File: config.mk
export PLATFORM = sky130hd
export DESIGN_NAME = lif_neuron_array
export DESIGN_NICKNAME = d
export VERILOG_FILES = /design/src/rtl/lif_neuron_array.sv
export SDC_FILE = /design/constraint.sdc
export NUM_CORES = 1
export LEC_CHECK = 0
export CAP_MARGIN = 20
export CORE_UTILIZATION = 55
export DETAILED_ROUTE_END_ITERATION = 7
export PLACE_DENSITY = 0.75
export SYNTH_ARGS = -nofsm -noshare
export SYNTH_HDL_FRONTEND = slang
export SYNTH_SLANG_ARGS = --single-unit
File: constraint.sdc
create_clock -name clk -period 5.6 [get_ports clk]
set_input_delay 1.4 -clock clk [delete_from_list [all_inputs] [get_ports clk]]
set_output_delay 1.4 -clock clk [all_outputs]
set_load 0.1 [all_outputs]
File: src/rtl/lif_neuron_array.sv
// rtl/lif_neuron_array.sv - time-multiplexed leaky integrate-and-fire neuron array with spike FIFO
module lif_neuron_array #(
  parameter int N_NEURONS   = 4,
  parameter int NEURON_ID_W = 2,
  parameter int SCORE_W     = 4,
  parameter int VMEM_W      = 16,
  parameter int LEAK_SHIFT  = 4,
  parameter int REFRACT_W   = 3,
  parameter int FIFO_DEPTH  = 4
) (
  input  logic                   clk,
  input  logic                   rst,
  input  logic                   score_valid,
  output logic                   score_ready,
  input  logic [NEURON_ID_W-1:0] score_nid,
  input  logic [SCORE_W-1:0]     score_in,
  input  logic                   scan_start,
  input  logic [VMEM_W-1:0]      threshold,
  input  logic [REFRACT_W-1:0]   refract_len,
  output logic                   busy,
  output logic                   scan_overrun,
  output logic                   spike_valid,
  output logic [NEURON_ID_W-1:0] spike_id,
  input  logic                   spike_ready
);

  localparam int PTR_W = (FIFO_DEPTH > 1) ? $clog2(FIFO_DEPTH) : 1;
  localparam int CNT_W = PTR_W + 1;

  localparam logic [NEURON_ID_W-1:0] LAST_IDX  = NEURON_ID_W'(N_NEURONS - 1);
  localparam logic [NEURON_ID_W-1:0] NID_ONE   = NEURON_ID_W'(1);
  localparam logic [NEURON_ID_W:0]   NID_LIMIT = (NEURON_ID_W + 1)'(N_NEURONS);
  localparam logic [CNT_W-1:0]       CNT_FULL  = CNT_W'(FIFO_DEPTH);
  localparam logic [CNT_W-1:0]       CNT_ONE   = CNT_W'(1);
  localparam logic [PTR_W-1:0]       PTR_ONE   = PTR_W'(1);
  localparam logic [REFRACT_W-1:0]   REFR_ONE  = REFRACT_W'(1);
  localparam logic [VMEM_W-1:0]      VMEM_MAX  = '1;

  typedef enum logic {ACCUM, SWEEP} state_t;

  state_t                  state_q, state_d;
  logic [NEURON_ID_W-1:0]  idx_q, idx_d;
  logic [VMEM_W-1:0]       vmem_q [N_NEURONS];
  logic [VMEM_W-1:0]       vmem_d [N_NEURONS];
  logic [REFRACT_W-1:0]    refr_q [N_NEURONS];
  logic [REFRACT_W-1:0]    refr_d [N_NEURONS];
  logic [NEURON_ID_W-1:0]  fifo_q [FIFO_DEPTH];
  logic [NEURON_ID_W-1:0]  fifo_d [FIFO_DEPTH];
  logic [PTR_W-1:0]        wptr_q, wptr_d;
  logic [PTR_W-1:0]        rptr_q, rptr_d;
  logic [CNT_W-1:0]        count_q, count_d;
  logic [NEURON_ID_W-1:0]  last_id_q, last_id_d;
  logic                    overrun_q, overrun_d;

  // Datapath terms for the neuron currently under evaluation and the score target
  logic [VMEM_W-1:0]    cur_v, leak_v;
  logic [REFRACT_W-1:0] cur_r;
  logic                 fire_want, fifo_full, pop, nid_ok;
  logic [VMEM_W:0]      score_sum;

  assign cur_v     = vmem_q[idx_q];
  assign cur_r     = refr_q[idx_q];
  assign leak_v    = cur_v - (cur_v >> LEAK_SHIFT);
  assign fire_want = (cur_r == '0) && (leak_v >= threshold);
  assign fifo_full = (count_q == CNT_FULL);
  assign pop       = spike_valid && spike_ready;
  assign nid_ok    = ({1'b0, score_nid} < NID_LIMIT);
  assign score_sum = {1'b0, vmem_q[score_nid]} + (VMEM_W + 1)'(score_in);

  assign score_ready  = (state_q == ACCUM);
  assign busy         = (state_q == SWEEP);
  assign scan_overrun = overrun_q;
  assign spike_valid  = (count_q != '0);
  assign spike_id     = spike_valid ? fifo_q[rptr_q] : last_id_q;

  // Next-state: score integration, sweep evaluation with FIFO-full stall, spike FIFO bookkeeping
  always_comb begin
    logic push;
    state_d   = state_q;
    idx_d     = idx_q;
    vmem_d    = vmem_q;
    refr_d    = refr_q;
    fifo_d    = fifo_q;
    wptr_d    = wptr_q;
    rptr_d    = rptr_q;
    count_d   = count_q;
    last_id_d = last_id_q;
    overrun_d = 1'b0;
    push      = 1'b0;

    case (state_q)
      ACCUM: begin
        if (score_valid && nid_ok && (refr_q[score_nid] == '0)) begin
          vmem_d[score_nid] = score_sum[VMEM_W] ? VMEM_MAX : score_sum[VMEM_W-1:0];
        end
        if (scan_start) begin
          state_d = SWEEP;
          idx_d   = '0;
        end
      end
      SWEEP: begin
        overrun_d = scan_start;
        // A fire into a full FIFO waits unless a pop frees a slot this cycle
        if (!(fire_want && fifo_full && !pop)) begin
          if (cur_r != '0) begin
            refr_d[idx_q] = cur_r - REFR_ONE;
            vmem_d[idx_q] = leak_v;
          end else if (fire_want) begin
            push          = 1'b1;
            vmem_d[idx_q] = '0;
            refr_d[idx_q] = refract_len;
          end else begin
            vmem_d[idx_q] = leak_v;
          end
          if (idx_q == LAST_IDX) begin
            state_d = ACCUM;
            idx_d   = '0;
          end else begin
            idx_d = idx_q + NID_ONE;
          end
        end
      end
      default: begin
        state_d = ACCUM;
        idx_d   = '0;
      end
    endcase

    if (push) begin
      fifo_d[wptr_q] = idx_q;
      wptr_d         = wptr_q + PTR_ONE;
    end
    if (pop) begin
      last_id_d = fifo_q[rptr_q];
      rptr_d    = rptr_q + PTR_ONE;
    end
    case ({push, pop})
      2'b10:   count_d = count_q + CNT_ONE;
      2'b01:   count_d = count_q - CNT_ONE;
      default: count_d = count_q;
    endcase
  end

  // State registers; reset clears every neuron, the FIFO and any sweep in progress
  always_ff @(posedge clk) begin
    if (rst) begin
      state_q   <= ACCUM;
      idx_q     <= '0;
      wptr_q    <= '0;
      rptr_q    <= '0;
      count_q   <= '0;
      last_id_q <= '0;
      overrun_q <= 1'b0;
      for (int i = 0; i < N_NEURONS; i++) begin
        vmem_q[i] <= '0;
        refr_q[i] <= '0;
      end
      for (int j = 0; j < FIFO_DEPTH; j++) begin
        fifo_q[j] <= '0;
      end
    end else begin
      state_q   <= state_d;
      idx_q     <= idx_d;
      vmem_q    <= vmem_d;
      refr_q    <= refr_d;
      fifo_q    <= fifo_d;
      wptr_q    <= wptr_d;
      rptr_q    <= rptr_d;
      count_q   <= count_d;
      last_id_q <= last_id_d;
      overrun_q <= overrun_d;
    end
  end

endmodule

==> impl_metrics.toml, run 1 <==
[run_status]
status = "finished clean"

[finish]
multi_input_area_sq_um = 5110
regArea_sq_um = 1940
drive_above_1_share = 0.142
synthToLayoutAreaGrowth_pct = 11.8
n_fill_cell = 1106
instances_no_fill = 1029
diodes = 0
nets = 924

[global_routing]
gr-total-overflow = 0
grt_pass1_vias = 7623
grt_max_degree = 67
track_usage = 0.372
grt_pass1_wl_um = 40600
antenna_found_initial = 0

[yosys]
syn_avg_cell_area_sq_um = 8.91
synth_top_cell_area_share = 0.259
yosysWarnings = 0
ys.flop_type = "dfxtp_1"
synthTopCellsByArea = "dfxtp_1 26%, mux4_2 11%, ha_1 7.2%"
ys_seq_area_frac = 0.259
syn_area_sq_um = 7500
synth_cell_types = 74
synth_edf_count = 0
ys_ff_latch = 97
yosysTopAreaCell = "dfxtp_1"
syn_nets = 918
synth_cells = 842
async_reset_ff_frac = 0

[place]
dp_hpwl_um = 17400
gp_congestion = 0.974
dp.cells = 1013
numPortBuffers = 35

[floorplan]
io_pins = 36
rows = 42
die_h_um = 119
dieArea_sq_um = 14100
start_util = 0.564
fp.dieW_um = 119
coreArea_sq_um = 13300

[critical_path]
critPathCaptureType = "flip-flop"
cp-endpoint = "count_q[2]"
r2r_setup_slack_ps = 300
r2r_end = "count_q[2]"
crit_start = "idx_q[0]"
cp_max_fo = 5
cp-start-kind = "flip-flop"
cp_data_arrival_time_ps = 5580
regToRegStartpoint = "idx_q[0]"
path_class = "flip-flop to flip-flop"
worst_r2r_path_depth = 22
cp.required_ps = 5870

[clock_network]
cts_inserted_buffers = 9
clk_pin_slew_ps = 80
cts_tree = "yes"
cts_root_buf = "clkbuf_16"
cts_setup_buffers = 0
holdBufCountCts = 0
cts_max_path_buffers = 2
clk-insertion-delay-late_ps = 370
cts.sinks = 97
htreeDepth = 3

[flow_run]
cap_violations = 0

[min_path]
min_path_type = "flip-flop to flip-flop"
hold_start = "fifo_q[4]"

[timing]
worstMarginPinSlew_ps = 1060
clock.fmax_mhz = 189
rsz0062_at_grt = "no"
relSlewSlack = 0.290
min_period_over_period = 0.947
fin_tns_setup_ps = 0
hold_viol = 0
slew_violations = 0
clock_skew_ps = 16.4
setup_viol = 0
period_minus_slack_ps = 5300

[route]
dr.pass1.iters = 8
drc = 0
drt-wirelength-per-cell_um = 25.3
drt_wl_total_um = 26000
ant_nets = 0
via_per_inst = 7.43
vias = 7641
drt_iter0_markers = 1260

[power]
max-vdd-ir-drop_uv = 530
power.leakage_nw = 3.02
powerDensity_nw_per_um2 = 407
==> registers in the layout, summed over array words and instances (netlist names) <==
register      cells
rptr_q            2
wptr_q            2
busy              1
idx_q             2
last_id_q         2
scan_overrun      1
vmem_q           64
fifo_q            8
refr_q           12
count_q           3
==> logic make-up (layout without fill, tap and decap cells) <==
logic type	Yosys count	in the layout	share of synthesized area
AOI/OAI and AO/OA	231	231	0.241
muxes	64	64	0.148
buffers and inverters	119	130	0.0677
adders and majority gates	46	46	0.0797
DFF	97	97	0.259
and+or+nand+nor	262	262	0.178
xor gates and xnor gates	23	23	0.0268
==> worst min path at each step <==
| stage | endpoint | slack (ps) | cells after the start |
|---|---|---|---|
| global route | fifo_q[0] | 490 | 2 |
| floorplan | fifo_q[2] | 430 | 2 |
| CTS | fifo_q[4] | 460 | 2 |
| detailed placement | fifo_q[6] | 450 | 2 |
| global placement | fifo_q[4] | 440 | 2 |
| finish | fifo_q[4] | 460 | 2 |
==> report_power, final <==
group          internal, W  total, W  switching, W
logic             0.000681   0.00186       0.00118
registers         0.000758  0.000839     0.0000806
clock network     0.000417  0.000710      0.000293
==> metal layers <==
layer / GRT usage / share of wire
met5: 0 / 0
met4: 0.258 / 0.074
met3: 0.0816 / 0.12
met2: 0.576 / 0.45
met1: 0.459 / 0.36
==> cell type report <==
type	count	area share
Tap cell	176	0.0262
Clock inverter	4	0.00895
Timing Repair Buffer	62	0.0702
Sequential cell	97	0.232
Clock buffer	12	0.0306
Inverter	52	0.0233
Multi-Input combinational cell	626	0.609
==> critical path, stage by stage (launching register included) <==
cell	delay, ps
dfxtp_2	390
mux4_2	500
inv_1	80
ha_1	160
inv_1	60
fa_1	440
a211oi_2	250
o21ai_0	160
a31o_2	300
o41ai_2	300
xnor2_2	210
ha_1	310
a21o_1	200
a31o_2	240
a21oi_2	200
a2111oi_2	80
nand2_1	90
ha_1	180
inv_1	60
fa_1	380
xor2_1	160
or3_1	300
a21oi_1	160
==> repair_timing <==
action,in CTS,in global routing
setup endpoints to repair,0,12
gates resized for setup,0,14
hold endpoints to repair,0,0
==> cells in the final DEF (no fill, tap or decap), types with 33 or more instances in the layout <==
| master | synthesis | layout |
|---|---|---|
| a22oi_1 | 34 | 34 |
| a311oi_1 | 34 | 33 |
| clkdlybuf4s50_1 | 0 | 34 |
| dfxtp_1 | 97 | 95 |
| ha_1 | 43 | 43 |
| inv_1 | 51 | 51 |
| mux4_2 | 37 | 37 |
| nand2_1 | 57 | 57 |
| nand3_1 | 53 | 53 |
| nor2_1 | 39 | 39 |
| nor3_1 | 47 | 47 |
==> synthesized netlist by cell type, drive strengths merged (13+ instances only) <==
| cell | n |
|---|---|
| dfxtp | 97 |
| nand2 | 58 |
| nand3 | 54 |
| inv | 51 |
| nor3 | 48 |
| clkbuf | 44 |
| ha | 43 |
| a311oi | 39 |
| nor2 | 39 |
| mux4 | 37 |
| a22oi | 34 |
| a21oi | 27 |
| buf | 23 |
| mux2i | 23 |
| o21ai | 20 |
| xor2 | 15 |
| o31ai | 14 |
| a31oi | 13 |
| a32oi | 13 |
| o32ai | 13 |
| or3 | 13 |
==> per-stage QoR <==
step	utilization	hold slack [ps]	cell area, sq um	total power, W	setup slack [ps]
floorplan	-	432	7510	0.00213	43.4
global placement	0.601	442	7990	0.00255	339
detailed placement	0.601	449	7990	0.00260	117
CTS	0.626	460	8320	0.00331	79.0
global route	0.631	495	8390	0.00356	24.4
finish	0.631	458	8390	0.00341	298
No activity file was read; power rests on OpenSTA's default activity.
==> run 2: changes to the inputs <==
- CORE_UTILIZATION: 55 -> 40
- PLACE_DENSITY: 0.75 -> 0.57
==> run 2 against run 1 <==
Effect of this change: sequential cell count unchanged; global-route usage down 9.0 points; highest routed layer unchanged; die area increased by 37%; largest power group unchanged; clock power is 9.4% lower; critical path depth unchanged; cell area increased by 0.72%; wire length up 4.0%; count of clock-buffer cells in the layout shrank 3; non-clock buffer count up 8; via count shrank 3.7%; final cell count increased by 5.9%.
==> impl_metrics.toml, run 2 (synthesis results as in run 1) <==
[finish]
regArea_sq_um = 1940
multi_input_area_sq_um = 5080
n_fill_cell = 1764
synthToLayoutAreaGrowth_pct = 12.6
nets = 932
layout_common_cells = "96 x dfxtp_1, 57 x nand2_1, 53 x nand3_1, 51 x inv_1, 47 x nor3_1"
final_common_cell = "dfxtp_1"
largest_reg_flops = 64
drive_above_1_share = 0.146
diodes = 0
largest-register = "vmem_q"
top_regs = "vmem_q (64), refr_q (12), fifo_q (8)"

[clock_network]
clk-insertion-delay-late_ps = 370
cts_root_buf = "clkbuf_16"
cts_inserted_buffers = 9
cts_tree = "yes"
cts_max_path_buffers = 2
post_cts_resized = 0
holdBufCountCts = 0
cts.sinks = 97
htreeDepth = 3
clk_pin_slew_ps = 80
cts_setup_buffers = 0

[timing]
fin_tns_setup_ps = 0
clock_skew_ps = 13.1
relSlewSlack = 0.300
min_period_over_period = 0.964
slew_violations = 0
rsz0062_at_grt = "no"
clock.fmax_mhz = 185
period_minus_slack_ps = 5400
hold_viol = 0
worst_slack_ps = 201
worstMarginPinSlew_ps = 1050
setup_viol = 0

[critical_path]
path_class = "flip-flop to flip-flop"
critPathCaptureType = "flip-flop"
cp_data_arrival_time_ps = 5700
cp.required_ps = 5900
cp_max_fo = 14
cp-start-kind = "flip-flop"

[global_routing]
grt_max_degree = 65
track_usage = 0.281
antenna_found_initial = 0
grt_pass1_vias = 7267
gr-total-overflow = 0
grt_pass1_wl_um = 41700

[floorplan]
dieArea_sq_um = 19300
coreArea_sq_um = 18100
rows = 49
die_h_um = 139
start_util = 0.413
fp.dieW_um = 139
io_pins = 36

[route]
drt-wirelength-per-cell_um = 24.8
drt_iter0_markers = 800
dr.pass1.iters = 7
drc = 0
via_per_inst = 6.75
ant_nets = 0
vias = 7357
drt_wl_total_um = 27000

[power]
powerDensity_nw_per_um2 = 406
power.leakage_nw = 3.03
max-vdd-ir-drop_uv = 369

[flow_run]
cap_violations = 0

[place]
dp_slack_ps = 39.0
gp_congestion = 0.955
numPortBuffers = 35
dp_hpwl_um = 18800

[run_status]
status = "finished clean"

[min_path]
min_path_type = "flip-flop to flip-flop"
-- run 2: cell types whose count changed in the layout (fill, tap and decap cells not counted), moves of 2 or more --
cell       previous run  this run
buf_4                23        31
inv_8                 0         3
bufinv_16             2         0
clkbuf_8              2         0
-- run 2: worst paths after layout --
| check | startpoint | end | slack (ps) | cells after the start |
|---|---|---|---|---|
| setup / recovery | idx_q[1] | count_q[2] | 200 | 22 |
| hold / removal | fifo_q[3] | fifo_q[3] | 470 | 2 |
| setup reg to reg | idx_q[1] | count_q[2] | 200 | 22 |
| hold reg to reg | fifo_q[3] | fifo_q[3] | 470 | 2 |
-- run 2: final cells by class --
class	instances	area share
multi-input combinational	626	0.601
inverter	52	0.0231
sequential	97	0.230
clock buffer	9	0.0267
clock inverter	7	0.00844
timing repair buffer	70	0.0769
tap	229	0.0339
-- run 2: critical path: stages, from the launching register on --
cell and delay (ps):
dfxtp_2 440, buf_4 310, mux4_2 590, inv_1 130
ha_1 290, a21o_1 220, and2_1 170, a31o_2 240
o41ai_1 320, xnor2_1 180, ha_1 210, a21o_1 150
a21o_1 200, a31o_2 240, a21oi_2 210, a2111oi_2 90
nand2_1 100, ha_1 200, inv_1 70, fa_1 380
xor2_1 160, or3_1 310, a21oi_1 140
-- run 2: metrics by stage --
stage | hold slack [ps] | area [sq um] | std cells | util | power (W)
global placement | 440 | 8130 | 1074 | 0.448 | 0.00269
detailed placement | 453 | 8130 | 1074 | 0.448 | 0.00275
CTS | 467 | 8430 | 1090 | 0.464 | 0.00339
global route | 492 | 8450 | 1090 | 0.466 | 0.00360
finish | 466 | 8450 | 1090 | 0.466 | 0.00343
floorplan | 432 | 7510 | 842 | - | 0.00213
-- run 2: power by group --
group	switching, W	internal [W]
Clock	0.000327	0.000316
Sequential	0.0000796	0.000758
Combinational	0.00121	0.000744
-- run 2: routing by layer --
metal,GRT usage,share of wire
met5,0,0
met4,0.160,0.046
met1,0.352,0.39
met2,0.449,0.47
met3,0.0590,0.093
